--- src/rtl/operand_issue.sv ---
// operand_issue: two-stage operand fetch / writeback wrapper around an
// external combinational 16-bit ALU.
//   Stage EX : operands latched at accept, driven on alu_* for one cycle.
//   Stage WB : result written to the 8x16 regfile, registered wb_* record.
// Optional feature macro: OPERAND_ISSUE_FWD_EN
//   defined   -> EX result is bypassed into the newly latched operands, so
//                there are never stall cycles.
//   undefined -> a read of the EX destination stalls issue for one cycle,
//                until the regfile holds the new value.
module operand_issue #(
  parameter int NREG = 8
) (
  input  logic        clk,
  input  logic        reset,
  input  logic        in_valid,
  output logic        in_ready,
  input  logic        in_ld,
  input  logic [15:0] in_imm,
  input  logic [1:0]  in_op,
  input  logic [2:0]  in_rd,
  input  logic [2:0]  in_rs1,
  input  logic [2:0]  in_rs2,
  output logic [1:0]  alu_op,
  output logic [15:0] alu_i0,
  output logic [15:0] alu_i1,
  input  logic [15:0] alu_o,
  input  logic        alu_cout,
  output logic        wb_valid,
  output logic [2:0]  wb_rd,
  output logic [15:0] wb_data,
  output logic        carry
);

  logic [15:0] r_rf [NREG];

  // EX stage; operand/op registers are zeroed whenever EX is empty so the
  // ALU inputs rest at 0 during bubbles
  logic        r_ex_vld;
  logic        r_ex_ld;
  logic [1:0]  r_ex_op;
  logic [2:0]  r_ex_rd;
  logic [15:0] r_ex_a;
  logic [15:0] r_ex_b;
  logic [15:0] r_ex_imm;

  // WB record
  logic        r_wb_vld;
  logic [2:0]  r_wb_rd;
  logic [15:0] r_wb_data;
  logic        r_carry;

  logic        w_acc;
  logic        w_hz1;
  logic        w_hz2;
  logic [15:0] w_ex_res;
  logic [15:0] w_src1;
  logic [15:0] w_src2;

  // value the EX instruction will commit at the next edge
  assign w_ex_res = r_ex_ld ? r_ex_imm : alu_o;

  // source registers that collide with the EX destination
  assign w_hz1 = r_ex_vld && (in_rs1 == r_ex_rd);
  assign w_hz2 = r_ex_vld && (in_rs2 == r_ex_rd);

`ifdef OPERAND_ISSUE_FWD_EN
  assign in_ready = reset;
  assign w_src1   = w_hz1 ? w_ex_res : r_rf[in_rs1];
  assign w_src2   = w_hz2 ? w_ex_res : r_rf[in_rs2];
`else
  // hold the consumer for one cycle; the producer commits meanwhile and the
  // regfile read on the retry returns the new value
  assign in_ready = reset && !(in_valid && (w_hz1 || w_hz2));
  assign w_src1   = r_rf[in_rs1];
  assign w_src2   = r_rf[in_rs2];
`endif

  assign w_acc = in_valid && in_ready;

  assign alu_op   = r_ex_op;
  assign alu_i0   = r_ex_a;
  assign alu_i1   = r_ex_b;
  assign wb_valid = r_wb_vld;
  assign wb_rd    = r_wb_rd;
  assign wb_data  = r_wb_data;
  assign carry    = r_carry;

  // regfile: cleared on reset, written by the EX instruction as it retires
  always_ff @(posedge clk) begin
    if (!reset) begin
      for (int i = 0; i < NREG; i++) r_rf[i] <= '0;
    end else if (r_ex_vld) begin
      r_rf[r_ex_rd] <= w_ex_res;
    end
  end

  // EX stage: latch accepted instruction with its operands, else go empty
  always_ff @(posedge clk) begin
    if (!reset || !w_acc) begin
      r_ex_vld <= 1'b0;
      r_ex_ld  <= 1'b0;
      r_ex_op  <= '0;
      r_ex_rd  <= '0;
      r_ex_a   <= '0;
      r_ex_b   <= '0;
      r_ex_imm <= '0;
    end else begin
      r_ex_vld <= 1'b1;
      r_ex_ld  <= in_ld;
      r_ex_op  <= in_op;
      r_ex_rd  <= in_rd;
      r_ex_a   <= w_src1;
      r_ex_b   <= w_src2;
      r_ex_imm <= in_imm;
    end
  end

  // WB record: one-cycle valid pulse, rd/data hold between writes, carry
  // only follows ALU instructions
  always_ff @(posedge clk) begin
    if (!reset) begin
      r_wb_vld  <= 1'b0;
      r_wb_rd   <= '0;
      r_wb_data <= '0;
      r_carry   <= 1'b0;
    end else begin
      r_wb_vld <= r_ex_vld;
      if (r_ex_vld) begin
        r_wb_rd   <= r_ex_rd;
        r_wb_data <= w_ex_res;
        if (!r_ex_ld) r_carry <= alu_cout;
      end
    end
  end

endmodule

--- config.mk ---
export PLATFORM = sky130hd
export DESIGN_NAME = operand_issue
export DESIGN_NICKNAME = d
export VERILOG_FILES = /design/src/rtl/operand_issue.sv
export SDC_FILE = /design/constraint.sdc
export NUM_CORES = 1
export LEC_CHECK = 0
export ABC_CLOCK_PERIOD_IN_PS = 2100
export CORE_UTILIZATION = 58
export CTS_BUF_LIST = sky130_fd_sc_hd__clkbuf_8
export CTS_CLUSTER_DIAMETER = 80
export DETAILED_ROUTE_END_ITERATION = 10
export PLACE_DENSITY = 0.87
export SLEW_MARGIN = 40
export SYNTH_ARGS = -nofsm -noshare
export SYNTH_HDL_FRONTEND = slang
export SYNTH_SLANG_ARGS = --single-unit
--- constraint.sdc ---
create_clock -name clk -period 2.1 [get_ports clk]
set_input_delay 0.42 -clock clk [delete_from_list [all_inputs] [get_ports clk]]
set_output_delay 0.42 -clock clk [all_outputs]
set_load 0.005 [all_outputs]
## Yosys cells after proc, flatten, opt, wreduce, memory -nomap -nowiden

Memory sizes are Yosys's and may differ from the RTL's. A register that Yosys moved wholly into a read port is not among the register bits.
Index checks and enable logic that the tools add are counted.

- Output and inout bits: 56
- Memories kept: 1
- Register bits: 44
- RAM bits: 128

Memory list:

| name | depth | bits a word | rd ports | clocked after memory_dff | write ports | RTL line | source |
|---|---|---|---|---|---|---|---|
| r_rf | 8 | 16 | 2 | 2 | 8 | 34 | `logic [15:0] r_rf [NREG];` |

- Multiplexer cells: 9
- Equality and inequality tests: 2
- Reductions and logical operators: 12
- Bitwise operators: 1

Operators by type and width:

| cell | count |
|---|---|
| $mux W16 | 2 |
| $reduce_or A16 Y1 | 1 |
| $eq A3 B3 Y1 | 2 |
| $mux W1 | 6 |
| $logic_and A1 B1 Y1 | 5 |
| $logic_not A1 Y1 | 3 |
| $mux W3 | 1 |
| $logic_or A1 B1 Y1 | 2 |
| $reduce_and A2 Y1 | 1 |
| $not A1 Y1 | 1 |

## Depth between registers and ports, before layout

Gate-level depths: netlist of the first run.

- Depth after elaboration: 10
- Mapped depth: 7
- Gate-level depth less buffers: 5

## Worst setup path before layout of the first run

No wires, ideal clock.

- Path type: register to register
- Start: register r_ex_vld
- End: memory r_rf[4][0], enable pin
- Stages on the path, launching flop included: 7
- Library setup time: 0.372 ns
- Setup slack: 0.264 ns
- Period minus slack after synthesis: 1.836 ns
- Arrival time: 1.464 ns
- Cell sequence: dfxtp_1 buf_4 and3_1 buf_2 nand2_2 buf_2 nand2_1

RTL lines:

| element | RTL line | source |
|---|---|---|
| start, declared | 38 | `logic r_ex_vld;` |
| start signal, assigned | 100 | `r_ex_vld <= 1'b0;` |
| start signal, assigned | 108 | `r_ex_vld <= 1'b1;` |
| end, declared | 34 |  |

## Final worst setup path of the first run

- Start: register r_ex_rd[0]
- End: output port in_ready

- Word-level cells in the longest chain between the ends: 6
- Elaborated cells on any way between the ends: 8
- Classes of those cells: 2 x eq/ne; 6 x reduce/logical

RTL lines:

| element | RTL line | source |
|---|---|---|
| start, declared | 41 | `logic [2:0] r_ex_rd;` |
| start signal, assigned | 111 | `r_ex_rd <= in_rd;` |
| $eq A3 B3 Y1, on equally long branches | 63, 64 |  |
| $logic_and A1 B1 Y1, on equally long branches | 63, 64 |  |
| $logic_or A1 B1 Y1 (*) | 73 | `assign in_ready = reset && !(in_valid && (w_hz1 \|\| w_hz2));` |
| $logic_and A1 B1 Y1 (*) | 73 |  |
| $logic_not A1 Y1 (*) | 73 |  |
| $logic_and A1 B1 Y1 (*) | 73 |  |
| end, declared | 16 | `output logic in_ready,` |

Every way passes the cells marked *; elsewhere a longest branch is shown, timed or not.

==> qor.csv, run 1 <==
metric;value;unit
Worst Setup End Kind;output port;
initial DRC count;532;
maxcap violations;0;
post-route ant nets;0;
RePlAce Congestion;0.829;
post-synthesis sequential area ratio;58.8;%
final WL;21.4;mm
area grow syn2layout;24.5;%
Reg clk slew, reported paths;60;ps
Crit Path Max Fanout;3;
status;complete, no violations;
drt drc;0;
internal power;0.00700;W
Net Switching;0.00207;W
unrepaired setup endpoints after global routing;no;
synth top area cells;edfxtp_1 42%, dfxtp_1 17%, mux4_1 12%;
Die Wd;127;µm
IO Port Bufs;103;
syn avg cell area;14.8;µm²
first-pass GRT wire length;33.2;mm
switching share of power;22.8;%
Clk pwr share;39.0;%
I/O pins;104;
relative slew slack;68.5;%
Post-Syn Instances;619;
met3 routed WL;2.20;mm
power density cells;798;nW/µm²
share of cells above drive strength 1;19.4;%
gr usage total;27.7;%
post-synth top area cell;edfxtp_1;
Vias per Instance;5.91;
setup_tns;0;ps
Core ar.;15300;µm²
top sig layer;met4;
worst hold path class;in2reg;
grt total ovfl;0;
Top FF cell, synth;edfxtp_1;
Die Y;127;µm
hpwl dp;13.9;mm
Synth cell types;24;
placed cells;936;
top-count cell post-synth;nor2_1;
CTS tree;built;
cts hold-fix bufs;0;
# setup viols final;0;
initial antenna violation count;0;
initial core utilization;59.8;%
total vias in the final route;5924;
Worst-Skew Late Latency;520;ps
LEAKAGE;4.49;nW
ys async rst share;0;%
clk buf depth;3;
flops & latches, synth;204;
Comb pwr share;10.9;%
Worst EP required;1680;ps
Least-Margin Pin Slew;473;ps
wire length on met1;8.06;mm
Post-synth EDFFs;128;
wire length per cell;21.3;µm
sequential power share;50.1;%
Post-Syn Nets;667;
Peak supply drop;0.421;mV
met2 WL post-DR;10.3;mm
Finished Layout Cells;1003;
ANT cells;0;
crit path time final;2000;ps
Row Count;45;
nets@finish;814;
top cells by instance count after synthesis;161 x nor2_1, 128 x edfxtp_1, 76 x dfxtp_1;
number of global-route vias before repair;5998;
top cell type's share of synthesized area;42.1;%
synthesized cell area;9130;µm²
Clock Tree Root;clkbuf_8;
Final Hold Viols;0;
warnings from Yosys;0;
largest net degree at the start of global routing;35;
Tcrit/Tclk final;95.2;%
worst clock skew;20.5;ps
startpoint type of the worst setup path;flip-flop;
Post-Route Utilization;74.5;%
Critical Path AT;1580;ps
full die area;16200;µm²
CTS H-Tree Depth;2;
first drt pass iteration count;5;
CTS Buf Count;35;
clk sinks;204;
fmax;0.500;GHz
Crit Path Class;reg2out;
fin. max-slew vios;0;
[final timing paths]
| kind | slack [ps] | cells past startpoint | startpoint | endpoint |
|---|---|---|---|---|
| worst max register to register | 300 | 7 | r_ex_vld | r_rf[0][0] |
| worst min-delay path | 470 | 2 | in_imm[6] | r_ex_imm[6] |
| worst min register to register | 480 | 1 | wb_data[5] | wb_data[5] |
| worst max-delay path | 100 | 5 | r_ex_rd[0] | in_ready |
[layout by cell type, fill, tap and decap left out, drive strengths merged]
master / netlist / layout
buf: 39 / 55
nand3: 2 / 2
o211a: 16 / 16
mux2i: 52 / 52
clkinv: 0 / 7
clkbuf: 7 / 42
nand4: 3 / 3
and3: 1 / 1
edfxtp: 128 / 128
and2: 23 / 23
dfxtp: 76 / 76
inv: 1 / 14
clkdlybuf4s50: 0 / 96
dlygate4sd2: 0 / 4
nor2b: 8 / 8
a21boi: 1 / 1
nor2: 161 / 161
xnor2: 6 / 6
nand2: 31 / 31
bufinv: 0 / 2
mux4: 64 / 64
[cell families after synthesis]
kind of cell / synth area share (%)
buffers and inverters: 3.43
flip-flops: 58.8
AND/OR/NAND/NOR: 10.9
AO/OA/AOI/OAI: 1.84
XOR/XNOR: 0.575
multiplexers: 24.5
[layer usage]
layer	track usage (%)	up-vias
li1	-	2600
met1	35.7	2852
met2	44.7	407
met3	6.07	65
met4	13.8	0
met5	0	-
[layout make-up]
class / count / area [µm²]
multi-input combinational: 368 / 3490
timing repair buffer: 156 / 1530
fill: 918 / 3890
sequential: 204 / 5380
clock buffer: 41 / 564
tap: 211 / 264
inverter: 1 / 3.75
clock inverter: 22 / 136
[flip-flops by register name (all words and copies together) (netlist names)]
name and cells:
alu_i0 16, alu_i1 16, alu_op 2, carry 1
r_ex_imm 16, r_ex_ld 1, r_ex_rd 3, r_ex_vld 1
r_rf 128, wb_data 16, wb_rd 3, wb_valid 1
[per-stage QoR]
step / hold WS, ps / power (W) / worst slack, ps / instance area (µm²)
finish: 467 / 0.00907 / 102 / 11400
floorplan: 477 / 0.00515 / 264 / 9130
detailed placement: 471 / 0.00560 / -376 / 10600
global route: 449 / 0.00938 / 59.9 / 11400
global placement: 465 / 0.00555 / -358 / 10600
CTS: 440 / 0.00910 / 16.5 / 11300
[worst max-delay path: stages, from the launching register on]
cell and delay [ps]:
dfxtp_4 370, xnor2_2 150, nand4_1 140, nand2_2 100
a21boi_2 170, clkbuf_2 130
[repair_timing]
item                                    in CTS  in global routing
endpoints found under the setup margin       1                  1
setup buffers                                2                  2
pin swaps                                    2                  4
gates resized for setup                     12                  8
[power by group through the flow]
stage	Sequential [W]	Clock, W	Combinational (W)
6_report	0.00454	0.00354	0.000989
5_1_grt	0.00456	0.00377	0.00105
4_1_cts	0.00454	0.00358	0.000981
3_5_place_dp	0.00462	0	0.000976
3_3_place_gp	0.00460	0	0.000951
2_1_floorplan	0.00459	0	0.000564
Note: power is estimated with default switching activity, not from simulation.
==> run 2, diff against run 1 <==
Settings changed: CTS_CLUSTER_DIAMETER 80 to 60.
==> results of run 2 <==
The final DEF is identical to that of run 1; final timing and power are the same.
